File: config.mk
export PLATFORM = sky130hd
export DESIGN_NAME = mem_arbiter_flat
export DESIGN_NICKNAME = d
export VERILOG_FILES = /design/src/rtl/mem_arbiter_if.sv /design/src/rtl/mem_arbiter.sv /design/src/flat_wrapper.sv
export SDC_FILE = /design/constraint.sdc
export NUM_CORES = 1
export LEC_CHECK = 0
export CAP_MARGIN = 40
export CORE_AREA = 2 2 213 215
export CTS_BUF_LIST = sky130_fd_sc_hd__clkbuf_16
export DETAILED_ROUTE_END_ITERATION = 6
export DIE_AREA = 0 0 215 217
export GPL_ROUTABILITY_DRIVEN = 0
export GPL_TIMING_DRIVEN = 0
export PLACE_DENSITY_LB_ADDON = 0.05
export SLEW_MARGIN = 20
export SYNTH_ARGS = -nofsm -noshare
export SYNTH_HDL_FRONTEND = slang
export SYNTH_SLANG_ARGS = --single-unit
File: constraint.sdc
create_clock -name clk -period 2.4 [get_ports clk]
set_input_delay 0.48 -clock clk [delete_from_list [all_inputs] [get_ports clk]]
set_output_delay 0.48 -clock clk [all_outputs]
set_load 0.005 [all_outputs]
File: src/rtl/mem_arbiter_if.sv
// Request/response channels for the IF and LS requesters plus the memory strobe bus.
// master: arbiter side; slave: requesters and memory model side.
interface mem_arbiter_if #(
   parameter int ADDR_W = 64,
   parameter int DATA_W = 64
);
   logic                  if_req_valid;
   logic                  if_req_ready;
   logic [ADDR_W-1:0]     if_req_addr;
   logic                  if_rsp_valid;
   logic                  if_rsp_ready;
   logic [DATA_W-1:0]     if_rsp_rdata;

   logic                  ls_req_valid;
   logic                  ls_req_ready;
   logic [ADDR_W-1:0]     ls_req_addr;
   logic                  ls_req_we;
   logic [DATA_W-1:0]     ls_req_wdata;
   logic [DATA_W/8-1:0]   ls_req_wmask;
   logic                  ls_rsp_valid;
   logic                  ls_rsp_ready;
   logic [DATA_W-1:0]     ls_rsp_rdata;

   logic                  mem_ce;
   logic                  mem_we;
   logic [ADDR_W-1:0]     mem_addr;
   logic [DATA_W-1:0]     mem_wdata;
   logic [DATA_W/8-1:0]   mem_wmask;
   logic [DATA_W-1:0]     mem_rdata;

   modport master (
      input  if_req_valid, if_req_addr, if_rsp_ready,
      input  ls_req_valid, ls_req_addr, ls_req_we, ls_req_wdata, ls_req_wmask, ls_rsp_ready,
      input  mem_rdata,
      output if_req_ready, if_rsp_valid, if_rsp_rdata,
      output ls_req_ready, ls_rsp_valid, ls_rsp_rdata,
      output mem_ce, mem_we, mem_addr, mem_wdata, mem_wmask
   );

   modport slave (
      output if_req_valid, if_req_addr, if_rsp_ready,
      output ls_req_valid, ls_req_addr, ls_req_we, ls_req_wdata, ls_req_wmask, ls_rsp_ready,
      output mem_rdata,
      input  if_req_ready, if_rsp_valid, if_rsp_rdata,
      input  ls_req_ready, ls_rsp_valid, ls_rsp_rdata,
      input  mem_ce, mem_we, mem_addr, mem_wdata, mem_wmask
   );
endinterface

File: src/rtl/mem_arbiter.sv
// Round-robin arbiter sharing one single-ported memory between instruction fetch
// and load/store; one outstanding transaction, programmable extra response latency.
module mem_arbiter #(
   parameter int ADDR_W  = 64,
   parameter int DATA_W  = 64,
   parameter int LATENCY = 1,
   parameter int CNT_W   = 4
) (
   input  logic          clk,
   input  logic          rst_n,
   mem_arbiter_if.master bus
);
   localparam int MASK_W = DATA_W / 8;

   typedef enum logic [1:0] {S_IDLE, S_ACCESS, S_WAIT, S_RESP} state_t;
   typedef enum logic {OWN_IF, OWN_LS} owner_t;

   state_t              state_q, state_d;
   owner_t              owner_q, last_q;
   logic [ADDR_W-1:0]   addr_q;
   logic                we_q;
   logic [DATA_W-1:0]   wdata_q;
   logic [MASK_W-1:0]   wmask_q;
   logic [DATA_W-1:0]   rdata_q;
   logic [CNT_W-1:0]    cnt_q;

   logic any_req;
   logic grant_ls;

   assign any_req  = bus.if_req_valid | bus.ls_req_valid;
   // On a tie the requester that did not win last time gets the grant.
   assign grant_ls = bus.ls_req_valid & (~bus.if_req_valid | (last_q == OWN_IF));

   always_ff @(posedge clk or negedge rst_n) begin
      if (!rst_n) begin
         state_q <= S_IDLE;
         owner_q <= OWN_IF;
         last_q  <= OWN_LS;
         addr_q  <= '0;
         we_q    <= 1'b0;
         wdata_q <= '0;
         wmask_q <= '0;
         rdata_q <= '0;
         cnt_q   <= '0;
      end else begin
         state_q <= state_d;
         case (state_q)
            S_IDLE: begin
               if (any_req) begin
                  owner_q <= grant_ls ? OWN_LS : OWN_IF;
                  last_q  <= grant_ls ? OWN_LS : OWN_IF;
                  addr_q  <= grant_ls ? bus.ls_req_addr : bus.if_req_addr;
                  we_q    <= grant_ls & bus.ls_req_we;
                  wdata_q <= grant_ls ? bus.ls_req_wdata : '0;
                  wmask_q <= grant_ls ? bus.ls_req_wmask : '0;
               end
            end
            S_ACCESS: begin
               rdata_q <= we_q ? '0 : bus.mem_rdata;
               cnt_q   <= CNT_W'(LATENCY);
            end
            S_WAIT: cnt_q <= cnt_q - 1'b1;
            default: ;
         endcase
      end
   end

   always_comb begin
      state_d          = state_q;
      bus.if_req_ready = 1'b0;
      bus.ls_req_ready = 1'b0;
      bus.if_rsp_valid = 1'b0;
      bus.if_rsp_rdata = '0;
      bus.ls_rsp_valid = 1'b0;
      bus.ls_rsp_rdata = '0;
      bus.mem_ce       = 1'b0;
      bus.mem_we       = 1'b0;
      bus.mem_addr     = '0;
      bus.mem_wdata    = '0;
      bus.mem_wmask    = '0;
      case (state_q)
         S_IDLE: begin
            // Readies are masked while reset is held so every output reads 0.
            if (rst_n && any_req) begin
               bus.ls_req_ready = grant_ls;
               bus.if_req_ready = ~grant_ls;
               state_d          = S_ACCESS;
            end
         end
         S_ACCESS: begin
            bus.mem_ce    = 1'b1;
            bus.mem_we    = we_q;
            bus.mem_addr  = addr_q;
            bus.mem_wdata = wdata_q;
            bus.mem_wmask = wmask_q;
            state_d       = (LATENCY == 0) ? S_RESP : S_WAIT;
         end
         S_WAIT: begin
            if (cnt_q <= CNT_W'(1)) state_d = S_RESP;
         end
         S_RESP: begin
            if (owner_q == OWN_IF) begin
               bus.if_rsp_valid = 1'b1;
               bus.if_rsp_rdata = rdata_q;
               if (bus.if_rsp_ready) state_d = S_IDLE;
            end else begin
               bus.ls_rsp_valid = 1'b1;
               bus.ls_rsp_rdata = rdata_q;
               if (bus.ls_rsp_ready) state_d = S_IDLE;
            end
         end
         default: state_d = S_IDLE;
      endcase
   end
endmodule

File: src/flat_wrapper.sv
// flat-port wrapper written by rule: the top's interface ports become plain ports
module mem_arbiter_flat 
#(
   parameter int ADDR_W  = 64,
   parameter int DATA_W  = 64,
   parameter int LATENCY = 1,
   parameter int CNT_W   = 4
)
  (clk, rst_n, bus_if_req_valid, bus_if_req_addr, bus_if_rsp_ready, bus_ls_req_valid, bus_ls_req_addr, bus_ls_req_we, bus_ls_req_wdata, bus_ls_req_wmask, bus_ls_rsp_ready, bus_mem_rdata, bus_if_req_ready, bus_if_rsp_valid, bus_if_rsp_rdata, bus_ls_req_ready, bus_ls_rsp_valid, bus_ls_rsp_rdata, bus_mem_ce, bus_mem_we, bus_mem_addr, bus_mem_wdata, bus_mem_wmask);
  mem_arbiter_if #(.ADDR_W(ADDR_W), .DATA_W(DATA_W)) bus_i ();
  input  logic clk;
  input  logic rst_n;
  input wire logic [$bits(bus_i.if_req_valid)-1:0] bus_if_req_valid;
  input wire logic [$bits(bus_i.if_req_addr)-1:0] bus_if_req_addr;
  input wire logic [$bits(bus_i.if_rsp_ready)-1:0] bus_if_rsp_ready;
  input wire logic [$bits(bus_i.ls_req_valid)-1:0] bus_ls_req_valid;
  input wire logic [$bits(bus_i.ls_req_addr)-1:0] bus_ls_req_addr;
  input wire logic [$bits(bus_i.ls_req_we)-1:0] bus_ls_req_we;
  input wire logic [$bits(bus_i.ls_req_wdata)-1:0] bus_ls_req_wdata;
  input wire logic [$bits(bus_i.ls_req_wmask)-1:0] bus_ls_req_wmask;
  input wire logic [$bits(bus_i.ls_rsp_ready)-1:0] bus_ls_rsp_ready;
  input wire logic [$bits(bus_i.mem_rdata)-1:0] bus_mem_rdata;
  output wire logic [$bits(bus_i.if_req_ready)-1:0] bus_if_req_ready;
  output wire logic [$bits(bus_i.if_rsp_valid)-1:0] bus_if_rsp_valid;
  output wire logic [$bits(bus_i.if_rsp_rdata)-1:0] bus_if_rsp_rdata;
  output wire logic [$bits(bus_i.ls_req_ready)-1:0] bus_ls_req_ready;
  output wire logic [$bits(bus_i.ls_rsp_valid)-1:0] bus_ls_rsp_valid;
  output wire logic [$bits(bus_i.ls_rsp_rdata)-1:0] bus_ls_rsp_rdata;
  output wire logic [$bits(bus_i.mem_ce)-1:0] bus_mem_ce;
  output wire logic [$bits(bus_i.mem_we)-1:0] bus_mem_we;
  output wire logic [$bits(bus_i.mem_addr)-1:0] bus_mem_addr;
  output wire logic [$bits(bus_i.mem_wdata)-1:0] bus_mem_wdata;
  output wire logic [$bits(bus_i.mem_wmask)-1:0] bus_mem_wmask;
  assign bus_i.if_req_valid = bus_if_req_valid;
  assign bus_i.if_req_addr = bus_if_req_addr;
  assign bus_i.if_rsp_ready = bus_if_rsp_ready;
  assign bus_i.ls_req_valid = bus_ls_req_valid;
  assign bus_i.ls_req_addr = bus_ls_req_addr;
  assign bus_i.ls_req_we = bus_ls_req_we;
  assign bus_i.ls_req_wdata = bus_ls_req_wdata;
  assign bus_i.ls_req_wmask = bus_ls_req_wmask;
  assign bus_i.ls_rsp_ready = bus_ls_rsp_ready;
  assign bus_i.mem_rdata = bus_mem_rdata;
  assign bus_if_req_ready = bus_i.if_req_ready;
  assign bus_if_rsp_valid = bus_i.if_rsp_valid;
  assign bus_if_rsp_rdata = bus_i.if_rsp_rdata;
  assign bus_ls_req_ready = bus_i.ls_req_ready;
  assign bus_ls_rsp_valid = bus_i.ls_rsp_valid;
  assign bus_ls_rsp_rdata = bus_i.ls_rsp_rdata;
  assign bus_mem_ce = bus_i.mem_ce;
  assign bus_mem_we = bus_i.mem_we;
  assign bus_mem_addr = bus_i.mem_addr;
  assign bus_mem_wdata = bus_i.mem_wdata;
  assign bus_mem_wmask = bus_i.mem_wmask;
  mem_arbiter #(.ADDR_W(ADDR_W), .DATA_W(DATA_W), .LATENCY(LATENCY), .CNT_W(CNT_W)) u_core (.clk(clk), .rst_n(rst_n), .bus(bus_i));
endmodule
==> metrics.md, run 1 <==
| Metric | Value |
|---|---|
| Status | complete, but fails checks |
| Failing checks | hold timing, setup timing |
| Delay-heaviest family, CP | buffers and inverters |
| Slowest stage cell on the critical path | dfrtp_1 |
| Die Y | 217 um |
| Clock Root Buffer | clkbuf_16 |
| Largest net degree at the start of global routing | 79 |
| Critical path arrival | 2120 ps |
| Final wirelength | 48.90 mm |
| Most frequent cells in the layout | clkdlybuf4s50_1 (268), buf_6 (267), dfrtp_1 (206) |
| Clock Sinks | 209 |
| CP peak stage delay | 410 ps |
| Die Wd | 215 um |
| Via/cell ratio | 4.363 |
| Pins Over Slew Limit | 0 |
| CTS clk-pin slew, worst paths | 60 ps |
| Via count | 10270 |
| Ys Warns | 0 |
| Highest Signal Layer | met5 |
| Worst Tran Pin Value | 548.3 ps |
| Sum of buffers and inverters on the critical path | 5 |
| Post-Syn Nets | 1347 |
| Worst-path maximum fanout | 6 |
| Starting density of the core | 0.2367 |
| Worst setup margin | -201.2 ps |
| Leak pwr | 9.413 nW |
| F_max | 384.4 MHz |
| DR iter-0 viols | 448 |
| Register bit total from synthesis | 209 |
| Die Area | 0.04666 mm2 |
| DR pass1 iterations | 4 |
| Final hold viol count | 74 |
| Fin util | 0.4476 |
| Std cell rows | 78 |
| HP Class | in -> async |
| Routed len/inst | 20.78 um |
| Mapped cell area | 0.01058 mm2 |
| Netlist cell types | 29 |
| Gr usage total | 0.2005 |
| H-tree depth | 1 |
| Io pins | 541 |
| Clk buf depth | 3 |
| Fin nets | 2003 |
| CP startpoint kind | register |
| Headroom to the max-slew limit | 0.6345 |
| First-pass GRT wire length | 70.81 mm |
| Layout Skew | 18.41 ps |
| M1 wire length | 19.87 mm |
| Worst setup path category | reg -> out |
| Final Cycle Share | 1.084 |
| RSZ-0062 raised after global routing | true |
| Critical path cell sequence | buf_6, ha_4, nor2b_4, clkbuf_16, buf_8, clkbuf_16, and2_4, buf_6 |
| Required @ worst endpoint | 1920 ps |
| Core ar. | 0.04470 mm2 |
| Final Power | 22.77 mW |
| Initial antenna violation count | 7 |
| Share of cells above drive strength 1 | 0.3983 |
| Max cap viols | 0 |
| Max IR drop VDD | 552.2 uV |
| Post-Layout Cell Count | 2353 |
| Routed length on met3 | 3.992 mm |
| Met2 WL | 23.88 mm |
| Mapped Cells | 1069 |
| Register area share after synthesis | 0.4944 |
| Placed Cells | 2211 |
| CTS tree | yes |
| DRT antenna net count | 0 |
| Vias in the first global route | 10610 |
| Post-route minimum period | 2601 ps |
| Worst Hold Slack | -179.4 ps |
| Clock network latency to the later pin of the worst-skew pair | 560 ps |
| Commonest non-fill, non-tap cell in the layout | clkdlybuf4s50_1 |
| DRC | 0 |
| HPWL Detailed | 35.37 mm |
| Worst setup EP type | primary output |
| Post-Syn Area per Cell | 9.898 um2 |
| TritonCTS buffer count | 29 |
| GRT overflow | 0 |
| Fillcell total | 4482 |
| Port Buffer Count | 540 |
| Syn-to-layout area delta | 89.07% |
| Final setup fails | 213 |
| PwrDens | 1138 mW/mm2 |
==> power breakdown <==
part           internal (mW)  switching, mW  total (mW)
clock network           2.28           1.69        3.97
logic                   7.18           5.30        12.5
registers               5.22           1.10        6.33
==> synth_stat cells, drive strengths merged <==
cell type  instances  area (um2)
buf               37       285.3
nor3b              1       7.510
a2bb2oi            1       8.760
a21o               2       15.01
and2             203        1270
a22o              73       639.4
nor3               1       5.000
mux2               1       11.26
a22oi              1       7.510
nor2b              1       6.260
and3              65       406.6
nor2               2       7.510
inv               69       259.0
nand2             66       247.7
dfrtp            208        5205
o21a               1       7.510
mux2i             65       650.6
nand3              3       15.01
ha                 7       87.58
nand3b            65       488.0
dfstp              1       26.28
a21boi             2       22.52
clkbuf            58       217.7
o21ai            136       684.4
==> area by class of cell <==
| class | instances | area (um2) | share of cell area |
|---|---|---|---|
| Clock buffer | 29 | 725.7 | 0.03627 |
| Multi-Input combinational cell | 696 | 5344 | 0.2671 |
| Antenna cell | 8 | 20.02 | 0.001001 |
| Buffer | 84 | 834.6 | 0.04171 |
| Tap cell | 600 | 750.7 | 0.03752 |
| Timing Repair Buffer | 636 | 6703 | 0.3350 |
| Clock inverter | 22 | 131.4 | 0.006567 |
| Sequential cell | 209 | 5234 | 0.2616 |
| Inverter | 69 | 264.0 | 0.01320 |
==> cells by family (layout without fill, tap and decap cells) <==
family / Yosys count / count (layout) / synth area share
compound gates: 216 / 216 / 0.1309
fa+ha+maj: 7 / 7 / 0.008277
buf+inv: 164 / 840 / 0.07201
flops: 209 / 209 / 0.4944
mux: 66 / 66 / 0.06255
other cells: 0 / 8 / 0
simple gates: 407 / 407 / 0.2319
==> timing repair <==
action / 4_1_cts / 5_1_grt
endpoints found under the hold margin: 74 / 74
endpoints found under the setup margin: 270 / 263
gates resized for setup: 1502 / 267
pin swaps: 40 / 5
gates cloned: 19 / 3
buffers inserted: 64 / 22
==> path summary, 6_finish.rpt <==
check | from | endpoint | slack (ps) | depth (start not counted)
setup / recovery | u_core.state_q[1]$_DFFE_PN0P_ | bus_if_rsp_rdata[21] | -200 | 8
hold / removal | rst_n | u_core.rdata_q[33]$_DFFE_PN0P_ | -180 | 1
setup reg to reg | u_core.last_q$_DFFE_PN1P_ | u_core.addr_q[39]$_DFFE_PN0P_ | 310 | 7
hold reg to reg | u_core.addr_q[37]$_DFFE_PN0P_ | u_core.addr_q[37]$_DFFE_PN0P_ | 470 | 2
max in group asynchronous | rst_n | u_core.addr_q[59]$_DFFE_PN0P_ | 1770 | 2
min in group clk | u_core.addr_q[37]$_DFFE_PN0P_ | u_core.addr_q[37]$_DFFE_PN0P_ | 470 | 2
==> per-stage QoR <==
step                      hold WS, ps  setup TNS, ps  instance area, um2  setup slack [ps]
final                          -179.4         -17500               20010            -201.2
after global routing           -165.0         -33500               20000            -270.5
after CTS                      -172.1         -37740               19120            -301.3
after detailed placement        467.4        -130950               16800            -859.7
after global placement          459.0       -2130020               16740             -9454
after floorplan                 184.4              0               10580             461.8
==> flip-flops by register name, summed over array words and instances (netlist names) <==
register	count
u_core.wdata_q	64
u_core.last_q	1
u_core.we_q	1
u_core.wmask_q	8
u_core.state_q	2
u_core.owner_q	1
u_core.rdata_q	64
u_core.addr_q	64
u_core.cnt_q	4
==> routing by layer <==
| layer | vias up | global-route usage |
|---|---|---|
| met4 | 4 | 0.05195 |
| met3 | 62 | 0.06261 |
| met5 | - | 0 |
| met1 | 4919 | 0.2436 |
| met2 | 366 | 0.3443 |
| li1 | 4915 | - |
No activity file was read; power rests on OpenSTA's default activity.
==> run 2, diff against run 1 <==
--- a/config.mk
+++ b/config.mk
@@ -5,11 +5,11 @@
 export SDC_FILE = /design/constraint.sdc
 export NUM_CORES = 1
 export LEC_CHECK = 0
-export CAP_MARGIN = 40
-export CORE_AREA = 2 2 213 215
+export CAP_MARGIN = 20
+export CORE_AREA = 2 2 210 212
 export CTS_BUF_LIST = sky130_fd_sc_hd__clkbuf_16
 export DETAILED_ROUTE_END_ITERATION = 6
-export DIE_AREA = 0 0 215 217
+export DIE_AREA = 0 0 212 214
 export GPL_ROUTABILITY_DRIVEN = 0
 export GPL_TIMING_DRIVEN = 0
 export PLACE_DENSITY_LB_ADDON = 0.05
==> metrics.md, run 2 (same netlist as run 1, synthesis figures left out) <==
| Metric | Value |
|---|---|
| Status | complete, but fails checks (unchanged) |
| Failing checks | setup timing (was hold timing, setup timing) |
| DR pass1 iterations | 4 (unchanged) |
| Clock share of power | 0.178 (was 0.174) |
| Most frequent cells in the layout | clkdlybuf4s50_1 (269), dfrtp_1 (207), buf_2 (154) (was clkdlybuf4s50_1 (268), buf_6 (267), dfrtp_1 (206)) |
| Worst setup path category | reg -> out (unchanged) |
| HP Class | in -> async (unchanged) |
| Final Cycle Share | 1.073 (was 1.084) |
| Leak pwr | 9.284 nW (was 9.413 nW) |
| Routed len/inst | 20.83 um (was 20.78 um) |
| RSZ-0062 raised after global routing | true (unchanged) |
| Clk buf depth | 3 (unchanged) |
| GRT overflow | 0 (unchanged) |
| Worst setup EP type | primary output (unchanged) |
| CP startpoint kind | register (unchanged) |
| Pins Over Slew Limit | 0 (unchanged) |
| Initial antenna violation count | 4 (was 7) |
| Fin area | 0.01872 mm2 (was 0.02001 mm2) |
| CTS clk-pin slew, worst paths | 60 ps (about the same) |
| H-tree depth | 1 (unchanged) |
| Vias in the first global route | 10790 (was 10610) |
| Worst slack, placed | -927.7 ps (was -859.7 ps) |
| Worst Hold Slack | 21.29 ps (was -179.4 ps) |
| Via count | 10250 (was 10270) |
| Layout Skew | 15.99 ps (was 18.41 ps) |
| P_sw | 7.546 mW (was 8.091 mW) |
| CTS tree | yes (unchanged) |
| Starting density of the core | 0.2467 (was 0.2367) |
| Via/cell ratio | 4.402 (was 4.363) |
| Worst-path maximum fanout | 8 (was 6) |
| Critical path arrival | 2090 ps (was 2120 ps) |
| Biggest registers after layout | u_core.addr_q x64, u_core.rdata_q x64, u_core.wdata_q x64 (unchanged) |
| Largest net degree at the start of global routing | 42 (was 79) |
| Max cap viols | 0 (unchanged) |
| Worst setup margin | -174.2 ps (was -201.2 ps) |
| Port Buffer Count | 540 (unchanged) |
| Commonest non-fill, non-tap cell in the layout | clkdlybuf4s50_1 (unchanged) |
| Post-route minimum period | 2574 ps (was 2601 ps) |
| Fin nets | 1998 (was 2003) |
| Final wirelength | 48.49 mm (was 48.90 mm) |
| First-pass GRT wire length | 70.73 mm (was 70.81 mm) |
| Final Power | 20.90 mW (was 22.77 mW) |
| Clock network latency to the later pin of the worst-skew pair | 530 ps (was 560 ps) |
| Worst Tran Pin Value | 680.7 ps (was 548.3 ps) |
| Gr usage total | 0.2081 (was 0.2005) |
| DRT antenna net count | 0 (unchanged) |
| Core ar. | 0.04289 mm2 (was 0.04470 mm2) |
| Switching share of power | 0.3611 (was 0.3553) |
| TritonCTS buffer count | 27 (was 29) |
| Die Area | 0.04537 mm2 (was 0.04666 mm2) |
| Internal power | 13.35 mW (was 14.68 mW) |
| Clock Sinks | 209 (unchanged) |
| PwrDens | 1116 mW/mm2 (was 1138 mW/mm2) |
| Syn-to-layout area delta | 76.92% (was 89.07%) |
| Std cell rows | 76 (was 78) |
| Combinational share of power | 0.523 (was 0.548) |
| Final setup fails | 200 (was 213) |
| Die Y | 214 um (was 217 um) |
| Required @ worst endpoint | 1920 ps (about the same) |
| F_max | 388.5 MHz (was 384.4 MHz) |
| Max IR drop VDD | 468.1 uV (was 552.2 uV) |
| DRC | 0 (unchanged) |
| HPWL Detailed | 35.42 mm (was 35.37 mm) |
| DR iter-0 viols | 446 (was 448) |
| Clock Root Buffer | clkbuf_16 (unchanged) |
| Share of cells above drive strength 1 | 0.3046 (was 0.3983) |
| Headroom to the max-slew limit | 0.5447 (was 0.6345) |
| Io pins | 541 (unchanged) |
| Die Wd | 212 um (was 215 um) |
| Seq pwr share | 0.299 (was 0.278) |
| Placed Area | 0.01681 mm2 (was 0.01680 mm2) |
| Final hold viol count | 0 (was 74) |
==> run 2: cell count changes in the layout (fill, tap and decap cells not counted), moves of 10 or more <==
| cell | before | now |
|---|---|---|
| and2_1 | 33 | 133 |
| buf_8 | 40 | 18 |
| clkbuf_2 | 8 | 37 |
| dlygate4sd2_1 | 5 | 17 |
| and2_4 | 170 | 70 |
| and3_1 | 12 | 53 |
| and3_4 | 53 | 12 |
| buf_4 | 29 | 39 |
| buf_6 | 267 | 95 |
| buf_2 | 50 | 154 |
| clkbuf_8 | 1 | 17 |
==> run 2: per-layer routing <==
| metal | global-route usage | part of all wire | up-vias |
|---|---|---|---|
| met2 | 0.3635 | 0.49 | 361 |
| met4 | 0.05235 | 0.024 | 0 |
| li1 | - | - | 4907 |
| met1 | 0.2497 | 0.40 | 4924 |
| met3 | 0.05923 | 0.081 | 56 |
| met5 | 0 | 0 | - |
==> run 2: worst max-delay path, cell delays in order (launching register included) <==
cell and delay [ps]:
dfrtp_1 390, buf_6 120, ha_4 160, nor2b_4 210
clkbuf_16 190, clkbuf_16 150, buf_8 110, and2_4 130
buf_6 90
==> run 2: path summary, 6_finish.rpt <==
| path | from | to | slack (ps) | depth (start not counted) |
|---|---|---|---|---|
| max in group asynchronous | rst_n | u_core.wdata_q[51]$_DFFE_PN0P_ | 1250 | 3 |
| worst min register to register | u_core.addr_q[21]$_DFFE_PN0P_ | u_core.addr_q[21]$_DFFE_PN0P_ | 470 | 2 |
| worst max-delay path | u_core.state_q[1]$_DFFE_PN0P_ | bus_if_rsp_rdata[5] | -170 | 8 |
| worst max register to register | u_core.state_q[1]$_DFFE_PN0P_ | u_core.wdata_q[48]$_DFFE_PN0P_ | 360 | 8 |
| min in group clk | u_core.addr_q[21]$_DFFE_PN0P_ | u_core.addr_q[21]$_DFFE_PN0P_ | 470 | 2 |
| worst min-delay path | rst_n | u_core.wdata_q[22]$_DFFE_PN0P_ | 20 | 3 |
==> run 2: power by group through the flow <==
stage                     clock network (mW)  logic [mW]  registers (mW)
after global placement                     0        8.76            6.21
after global routing                    4.01        12.0            6.48
after CTS                               3.87        10.7            6.23
after floorplan                            0        4.52            5.86
final                                   3.73        10.9            6.24
after detailed placement                   0        8.82            6.24
==> run 2: final cells by class <==
type                            instances  area (um2)
Antenna cell                            3       7.507
Buffer                                 90       987.2
Clock buffer                           27       675.6
Clock inverter                         22       115.1
Fill cell                            4320       24170
Inverter                               69       259.0
Multi-Input combinational cell        696        4888
Sequential cell                       209        5233
Tap cell                              585       732.0
Timing Repair Buffer                  627        5823
==> run 2: what timing repair did <==
action / in CTS / in global routing
endpoints found under the hold margin: 41 / 0
hold buffers: 3 / 0
buffers inserted: 49 / 8
endpoints found under the setup margin: 271 / 267
pin swaps: 32 / 1
resized for setup: 1214 / 125
gates cloned: 22 / 4
==> run 2: through the flow <==
step	utilization	setup TNS (ps)	instances
after floorplan	-	0	1069
after global placement	0.3898	-2090800	2194
after detailed placement	0.3919	-131020	2197
after CTS	0.4317	-25910	2317
after global routing	0.4365	-36060	2328
final	0.4365	-19130	2328
==> run 3, diff against run 2 <==
--- a/config.mk
+++ b/config.mk
@@ -6,10 +6,10 @@
 export NUM_CORES = 1
 export LEC_CHECK = 0
 export CAP_MARGIN = 20
-export CORE_AREA = 2 2 210 212
+export CORE_AREA = 2 2 213 215
 export CTS_BUF_LIST = sky130_fd_sc_hd__clkbuf_16
 export DETAILED_ROUTE_END_ITERATION = 6
-export DIE_AREA = 0 0 212 214
+export DIE_AREA = 0 0 215 217
 export GPL_ROUTABILITY_DRIVEN = 0
 export GPL_TIMING_DRIVEN = 0
 export PLACE_DENSITY_LB_ADDON = 0.05
==> results of run 3 <==
Final layout, timing and power as in run 1 (identical DEF).
